$ cat src/rtl/reorder_buffer_if.sv
// Reorder buffer bus: dispatch allocation, CDB writeback and commit-side signals.
// The master modport is the pipeline side that drives requests; the slave
// modport is the reorder buffer itself.
interface reorder_buffer_if #(
    parameter int AW = 5
);
    // Allocation from issue/dispatch
    logic          alloc_req;
    logic [31:0]   alloc_instr;
    logic [4:0]    alloc_dest;
    logic          alloc_ack;
    logic [AW-1:0] alloc_tag;

    // Occupancy
    logic          rob_full;
    logic          rob_empty;
    logic [AW:0]   rob_count;

    // Common data bus writeback
    logic          wb_valid;
    logic [AW-1:0] wb_tag;
    logic [31:0]   wb_value;

    // Commit unit
    logic          robCommit;
    logic          rollBack;
    logic [AW-1:0] robHeadEntry;
    logic [4:0]    robHeadEntryDest;
    logic          robHeadEntryReady;
    logic [31:0]   robHeadEntryInstr;
    logic [31:0]   robHeadEntryValue;
    logic          robPostBranchDelayEntryValid;

    modport master (
        output alloc_req, alloc_instr, alloc_dest,
        output wb_valid, wb_tag, wb_value,
        output robCommit, rollBack,
        input  alloc_ack, alloc_tag,
        input  rob_full, rob_empty, rob_count,
        input  robHeadEntry, robHeadEntryDest, robHeadEntryReady,
        input  robHeadEntryInstr, robHeadEntryValue, robPostBranchDelayEntryValid
    );

    modport slave (
        input  alloc_req, alloc_instr, alloc_dest,
        input  wb_valid, wb_tag, wb_value,
        input  robCommit, rollBack,
        output alloc_ack, alloc_tag,
        output rob_full, rob_empty, rob_count,
        output robHeadEntry, robHeadEntryDest, robHeadEntryReady,
        output robHeadEntryInstr, robHeadEntryValue, robPostBranchDelayEntryValid
    );
endinterface

$ cat src/rtl/reorder_buffer.sv
// Circular reorder buffer between dispatch and commit. Entries are allocated
// in order at the tail, completed out of order by CDB tag, and retired in
// order from the head. A mispredicted branch at the head retires itself and
// keeps only its delay slot, discarding every younger entry.
module reorder_buffer #(
    parameter int DEPTH = 32,
    parameter int AW    = 5
) (
    input logic              clk,
    input logic              rst,
    reorder_buffer_if.slave  bus
);
    localparam logic [AW:0] FULL_COUNT = (AW + 1)'(DEPTH);

    logic [AW-1:0]  head;
    logic [AW-1:0]  tail;
    logic [AW:0]    count;
    logic [DEPTH-1:0] valid;
    logic [DEPTH-1:0] ready;
    logic [4:0]     dest_mem  [DEPTH];
    logic [31:0]    instr_mem [DEPTH];
    logic [31:0]    value_mem [DEPTH];

    logic [AW-1:0]  head_next;
    logic [AW-1:0]  head_after;
    logic           full;
    logic           empty;
    logic           do_commit;
    logic           do_rollback;
    logic           do_alloc;
    logic           wb_accept;

    assign head_next   = head + AW'(1);
    assign head_after  = head + AW'(2);
    assign full        = (count == FULL_COUNT);
    assign empty       = (count == '0);
    assign do_rollback = bus.robCommit & bus.rollBack;
    assign do_commit   = bus.robCommit & ~bus.rollBack;

    // Full is judged on the registered count, so a commit in the same cycle
    // does not free a slot for this cycle's allocation. Reset also blocks it.
    assign do_alloc    = rst & bus.alloc_req & ~full & ~do_rollback;

    // Writebacks to empty slots are stale and dropped; during a rollback only
    // the surviving delay slot may still capture its result.
    assign wb_accept   = bus.wb_valid & valid[bus.wb_tag]
                       & (~do_rollback | (bus.wb_tag == head_next));

    assign bus.alloc_ack = do_alloc;
    assign bus.alloc_tag = tail;
    assign bus.rob_full  = full;
    assign bus.rob_empty = empty;
    assign bus.rob_count = count;

    assign bus.robHeadEntry                 = head;
    assign bus.robHeadEntryDest             = dest_mem[head];
    assign bus.robHeadEntryReady            = valid[head] & ready[head];
    assign bus.robHeadEntryInstr            = instr_mem[head];
    assign bus.robHeadEntryValue            = value_mem[head];
    assign bus.robPostBranchDelayEntryValid = valid[head_next] & ready[head_next];

    // Pointers, occupancy and per-entry valid/ready bookkeeping.
    always_ff @(posedge clk) begin
        if (!rst) begin
            head  <= '0;
            tail  <= '0;
            count <= '0;
            valid <= '0;
            ready <= '0;
        end else if (do_rollback) begin
            head  <= head_next;
            tail  <= head_after;
            count <= (AW + 1)'(1);
            for (int i = 0; i < DEPTH; i++) begin
                if (AW'(i) != head_next) begin
                    valid[i] <= 1'b0;
                    ready[i] <= 1'b0;
                end
            end
            if (wb_accept) begin
                ready[bus.wb_tag] <= 1'b1;
            end
        end else begin
            if (wb_accept) begin
                ready[bus.wb_tag] <= 1'b1;
            end
            if (do_commit) begin
                valid[head] <= 1'b0;
                ready[head] <= 1'b0;
                head        <= head_next;
            end
            if (do_alloc) begin
                valid[tail] <= 1'b1;
                ready[tail] <= 1'b0;
                tail        <= tail + AW'(1);
            end
            case ({do_alloc, do_commit})
                2'b10:   count <= count + (AW + 1)'(1);
                2'b01:   count <= count - (AW + 1)'(1);
                default: count <= count;
            endcase
        end
    end

    // Payload storage; contents of empty slots are don't-care, so no reset.
    always_ff @(posedge clk) begin
        if (do_alloc) begin
            dest_mem[tail]  <= bus.alloc_dest;
            instr_mem[tail] <= bus.alloc_instr;
        end
        if (wb_accept) begin
            value_mem[bus.wb_tag] <= bus.wb_value;
        end
    end
endmodule

$ cat src/flat_wrapper.sv
// flat-port wrapper written by rule: the top's interface ports become plain ports
module reorder_buffer_flat 
#(
    parameter int DEPTH = 32,
    parameter int AW    = 5
)
  (clk, rst, bus_alloc_req, bus_alloc_instr, bus_alloc_dest, bus_wb_valid, bus_wb_tag, bus_wb_value, bus_robCommit, bus_rollBack, bus_alloc_ack, bus_alloc_tag, bus_rob_full, bus_rob_empty, bus_rob_count, bus_robHeadEntry, bus_robHeadEntryDest, bus_robHeadEntryReady, bus_robHeadEntryInstr, bus_robHeadEntryValue, bus_robPostBranchDelayEntryValid);
  reorder_buffer_if #(.AW(AW)) bus_i ();
  input logic clk;
  input logic rst;
  input wire logic [$bits(bus_i.alloc_req)-1:0] bus_alloc_req;
  input wire logic [$bits(bus_i.alloc_instr)-1:0] bus_alloc_instr;
  input wire logic [$bits(bus_i.alloc_dest)-1:0] bus_alloc_dest;
  input wire logic [$bits(bus_i.wb_valid)-1:0] bus_wb_valid;
  input wire logic [$bits(bus_i.wb_tag)-1:0] bus_wb_tag;
  input wire logic [$bits(bus_i.wb_value)-1:0] bus_wb_value;
  input wire logic [$bits(bus_i.robCommit)-1:0] bus_robCommit;
  input wire logic [$bits(bus_i.rollBack)-1:0] bus_rollBack;
  output wire logic [$bits(bus_i.alloc_ack)-1:0] bus_alloc_ack;
  output wire logic [$bits(bus_i.alloc_tag)-1:0] bus_alloc_tag;
  output wire logic [$bits(bus_i.rob_full)-1:0] bus_rob_full;
  output wire logic [$bits(bus_i.rob_empty)-1:0] bus_rob_empty;
  output wire logic [$bits(bus_i.rob_count)-1:0] bus_rob_count;
  output wire logic [$bits(bus_i.robHeadEntry)-1:0] bus_robHeadEntry;
  output wire logic [$bits(bus_i.robHeadEntryDest)-1:0] bus_robHeadEntryDest;
  output wire logic [$bits(bus_i.robHeadEntryReady)-1:0] bus_robHeadEntryReady;
  output wire logic [$bits(bus_i.robHeadEntryInstr)-1:0] bus_robHeadEntryInstr;
  output wire logic [$bits(bus_i.robHeadEntryValue)-1:0] bus_robHeadEntryValue;
  output wire logic [$bits(bus_i.robPostBranchDelayEntryValid)-1:0] bus_robPostBranchDelayEntryValid;
  assign bus_i.alloc_req = bus_alloc_req;
  assign bus_i.alloc_instr = bus_alloc_instr;
  assign bus_i.alloc_dest = bus_alloc_dest;
  assign bus_i.wb_valid = bus_wb_valid;
  assign bus_i.wb_tag = bus_wb_tag;
  assign bus_i.wb_value = bus_wb_value;
  assign bus_i.robCommit = bus_robCommit;
  assign bus_i.rollBack = bus_rollBack;
  assign bus_alloc_ack = bus_i.alloc_ack;
  assign bus_alloc_tag = bus_i.alloc_tag;
  assign bus_rob_full = bus_i.rob_full;
  assign bus_rob_empty = bus_i.rob_empty;
  assign bus_rob_count = bus_i.rob_count;
  assign bus_robHeadEntry = bus_i.robHeadEntry;
  assign bus_robHeadEntryDest = bus_i.robHeadEntryDest;
  assign bus_robHeadEntryReady = bus_i.robHeadEntryReady;
  assign bus_robHeadEntryInstr = bus_i.robHeadEntryInstr;
  assign bus_robHeadEntryValue = bus_i.robHeadEntryValue;
  assign bus_robPostBranchDelayEntryValid = bus_i.robPostBranchDelayEntryValid;
  reorder_buffer #(.DEPTH(DEPTH), .AW(AW)) u_core (.clk(clk), .rst(rst), .bus(bus_i));
endmodule
$ cat config.mk
export PLATFORM = sky130hd
export DESIGN_NAME = reorder_buffer_flat
export DESIGN_NICKNAME = d
export VERILOG_FILES = /design/src/rtl/reorder_buffer_if.sv /design/src/rtl/reorder_buffer.sv /design/src/flat_wrapper.sv
export SDC_FILE = /design/constraint.sdc
export NUM_CORES = 2
export LEC_CHECK = 0
export BUFFER_PORTS_ARGS = -buffer_cell sky130_fd_sc_hd__buf_2
export CORE_ASPECT_RATIO = 2
export CORE_MARGIN = 2
export CORE_UTILIZATION = 60
export CTS_CLUSTER_DIAMETER = 200
export DETAILED_ROUTE_END_ITERATION = 12
export PLACE_DENSITY_LB_ADDON = 0.2
export SLEW_MARGIN = 20
export SYNTH_ARGS = -nofsm -noshare
export SYNTH_HDL_FRONTEND = slang
export SYNTH_SLANG_ARGS = --single-unit
export TNS_END_PERCENT = 1
$ cat constraint.sdc
create_clock -name clk -period 7.3 [get_ports clk]
set_input_delay 1.46 -clock clk [delete_from_list [all_inputs] [get_ports clk]]
set_output_delay 1.46 -clock clk [all_outputs]
set_load 0.005 [all_outputs]
==> impl_metrics.py <==
metrics = {
    "cells_and_area": {
        "syn_to_final_growth_pct": 11.1,
        "final_area_mm2": 0.0997,
        "post_route_cells_drive_above_1_share_pct": 32.3,
        "fill_cells": 9168,
        "finalNetCount": 4349,
    },
    "clocking": {
        "clock-root-buffer": "clkbuf_16",
        "cts_setup_buffers": 0,
        "cts_resized": 0,
        "htree_levels": 4,
        "insertion_delay_ns": 0.83,
        "cts_inserted_buffers": 193,
        "tritoncts": "done",
        "clock_sinks": 2293,
        "clk_pin_slew_ns": 0.07,
        "ctsHoldBuffers": 0,
        "clock_path_buffers": 4,
    },
    "route": {
        "viasPerCell": 6.81,
        "wl_per_cell_um": 35.4,
        "ant_nets": 0,
        "vias": 43100,
        "routed_wl_um": 224000,
        "drcViolationCount": 0,
        "firstDrtPassIters": 7,
        "drtIter0Drc": 4723,
    },
    "logic_synthesis": {
        "ys_warn_count": 0,
        "synth_most_common_cell": "edfxtp_1",
        "syn_area_mm2": 0.0898,
        "synth_ff_type": "edfxtp_1",
        "synth-async-reset-ratio_pct": 0,
        "yosys.area.top_type": "edfxtp_1",
        "synth_area_leaders": "edfxtp_1 (74%), mux4_2 (18%), dfxtp_1 (1.9%)",
        "yosysTopAreaCellShare_pct": 73.9,
        "synth_edf_count": 2208,
        "syn-num-nets": 4095,
        "ys_seq_elements": 2293,
        "syn_area_per_cell_um2": 22.5,
        "yosysUniqueCellTypes": 63,
        "netlist_top_cells_count": "edfxtp_1 (2208), mux4_2 (708), clkbuf_1 (130)",
        "synth_cells": 3996,
        "yosysSeqAreaShare_pct": 75.8,
    },
    "global_route": {
        "grt_max_degree": 101,
        "grt_pass1_vias": 44400,
        "antenna_found_initial": 17,
        "grt_pass1_wl_um": 320000,
        "grt_usage_pct": 29.7,
        "grt_overflow": 0,
    },
    "setup_path": {
        "r2r_end": "u_core.value_mem[16][30]",
        "rr_worst_depth": 9,
        "endpoint_kind": "output pin",
        "crit_type": "reg2out",
        "crit_path_max_incr_delay_ns": 0.99,
        "crit_chain": "buf_4 -> mux4_2 -> mux4_2 -> mux2_2 -> buf_2",
        "crit_arrival_ns": 4.11,
        "r2r-start": "u_core.bus.robHeadEntry[0]",
        "crit_top_cell": "mux4_2",
        "start_kind": "register",
        "setup.reg_to_reg.worst_slack_ns": 2.41,
        "worst_ep_required_time_ns": 5.84,
        "cp_slowest_cell": "dfxtp_4",
        "worst-path-max-fanout": 33,
    },
    "hold_path": {
        "holdPathStages": 2,
        "hold_path.startpoint": "u_core.ready[29]",
        "holdPathEnd": "u_core.ready[29]",
        "hold_path.class": "reg2reg",
    },
    "floorplan": {
        "coreArea_mm2": 0.148,
        "die_area_mm2": 0.153,
        "rows": 200,
        "pin_count": 170,
        "die_y_um": 551,
        "die_w_um": 278,
        "start_util_pct": 60.5,
    },
    "timing": {
        "grt_setup_unrepaired": "no",
        "worst_pin_slew_ns": 1.13,
        "finalSetupViolCount": 0,
        "timing.slew.headroom_pct": 24.2,
        "min_period_over_period_pct": 76.3,
        "hold_viol_final": 0,
        "fin_setup_tns_ns": 0,
        "finalClockSkew_ns": 0.0655,
        "fmax_mhz": 180,
        "slew_violations": 0,
        "layout_min_cycle_time_ns": 5.57,
    },
    "place": {
        "hpwl_um": 134000,
        "port_buffers": 169,
        "dpl-instance-area_mm2": 0.0935,
        "gp_congestion": 0.945,
    },
    "power_and_ir_drop": {
        "ir_drop_mv": 0.304,
        "switchingPower_uw": 5620,
        "power.leakage_uw": 0.0305,
        "combPwrFrac_pct": 6.7,
        "switching_share_pct": 21.2,
        "clockPowerShare_pct": 38.6,
        "p_per_area_mw_per_mm2": 266,
        "p_seq_share_pct": 54.8,
        "p_int_uw": 20900,
    },
    "flow_run": {
        "maxCapViolations": 0,
    },
    "outcome": {
        "status": "finished, final reports clean",
    },
}
==> routing by layer <==
metal  GRT usage [%]  part of all wire [%]  routed length (um)  vias up
met5               0                 0.037                  82        -
met4            13.1                   4.6               10300       12
met3            3.70                   6.3               14100      477
met2            53.6                    54              122000     2096
met1            36.2                    35               77200    23000
li1                -                     -                   -    17500
==> flip-flops by register name, indices dropped and copies added, names as in the netlist, named ones only <==
| name | flops |
|---|---|
| u_core.value_mem | 1024 |
| u_core.bus.alloc_tag | 5 |
| u_core.bus.robHeadEntry | 5 |
| u_core.ready | 32 |
| u_core.instr_mem | 1024 |
| u_core.bus.rob_count | 6 |
| u_core.dest_mem | 160 |
| u_core.valid | 32 |
==> cell families (layout without fill, tap and decap cells) <==
logic type / after synthesis / after routing / share of synthesized area [%]
AOI/OAI and AO/OA: 227 / 227 / 1.62
xor gates and xnor gates: 24 / 24 / 0.234
adders and majority gates: 19 / 19 / 0.273
buffers and inverters: 260 / 661 / 1.25
DFF: 2293 / 2293 / 75.8
muxes: 793 / 793 / 18.8
other: 0 / 7 / 0
and+or+nand+nor: 380 / 380 / 2.06
==> worst max-delay path by stage <==
stage	start	to
finish	register	bus_robHeadEntryValue[18]
global placement	bus_wb_tag[3]	u_core.value_mem[16][23]
detailed placement	bus_wb_tag[3]	u_core.value_mem[16][15]
floorplan	bus_wb_tag[0]	u_core.value_mem[17][0]
CTS	register	bus_robHeadEntryValue[18]
global route	register	bus_robHeadEntryValue[18]
==> worst max-delay path, delay by kind of cell, from the launching register on <==
kind,cells,cell delay (ns)
buf+inv,2,0.77
flops,1,0.99
mux,3,1.46
==> per-stage QoR <==
| stage | setup slack [ns] | instances | total power, uW | utilization (%) | hold WS, ns |
|---|---|---|---|---|---|
| detailed placement | 1.95 | 5973 | 16600 | 63.0 | 0.468 |
| floorplan | 0.998 | 3996 | 15900 | - | 0.441 |
| global route | 1.59 | 6321 | 27200 | 67.2 | 0.498 |
| finish | 1.73 | 6323 | 26500 | 67.2 | 0.476 |
| CTS | 1.60 | 6315 | 26700 | 67.2 | 0.476 |
| global placement | 1.98 | 5969 | 16600 | 63.0 | 0.461 |
==> placed cells by master, fill, tap and decap left out, types with 9 or more instances in the layout <==
cell type	n
a21o_1	14
a21oi_1	55
a31oi_1	26
and2_1	17
and3_1	28
buf_12	19
buf_2	169
buf_4	99
bufinv_16	21
clkbuf_1	28
clkbuf_16	196
clkinv_1	41
clkinv_2	36
clkinvlp_4	9
dfxtp_1	79
edfxtp_1	2208
ha_1	18
inv_1	10
inv_2	20
mux2_2	70
mux2i_1	15
mux4_2	708
nand2_1	123
nand3_1	68
nor2_1	31
nor2_4	39
nor3b_1	9
o211ai_1	15
o21ai_0	61
xnor2_1	16
==> area by class of cell <==
cell class / instances / area (um2) / area share (%)
Tap cell: 1919 / 2400 / 2.41
Inverter: 30 / 113 / 0.113
Sequential cell: 2293 / 68000 / 68.2
Clock inverter: 118 / 1150 / 1.15
Clock buffer: 224 / 5010 / 5.02
Timing Repair Buffer: 289 / 2020 / 2.03
Multi-Input combinational cell: 1443 / 21000 / 21.0
Antenna cell: 7 / 17.5 / 0.0176
==> power by group through the flow <==
stage	clock [uW]	sequential (uW)	combinational [uW]
6_report	10200	14500	1770
3_5_place_dp	0	14800	1800
5_1_grt	10800	14500	1880
2_1_floorplan	0	14800	1140
3_3_place_gp	0	14800	1780
4_1_cts	10400	14500	1800
(Power assumes the default switching activity.)
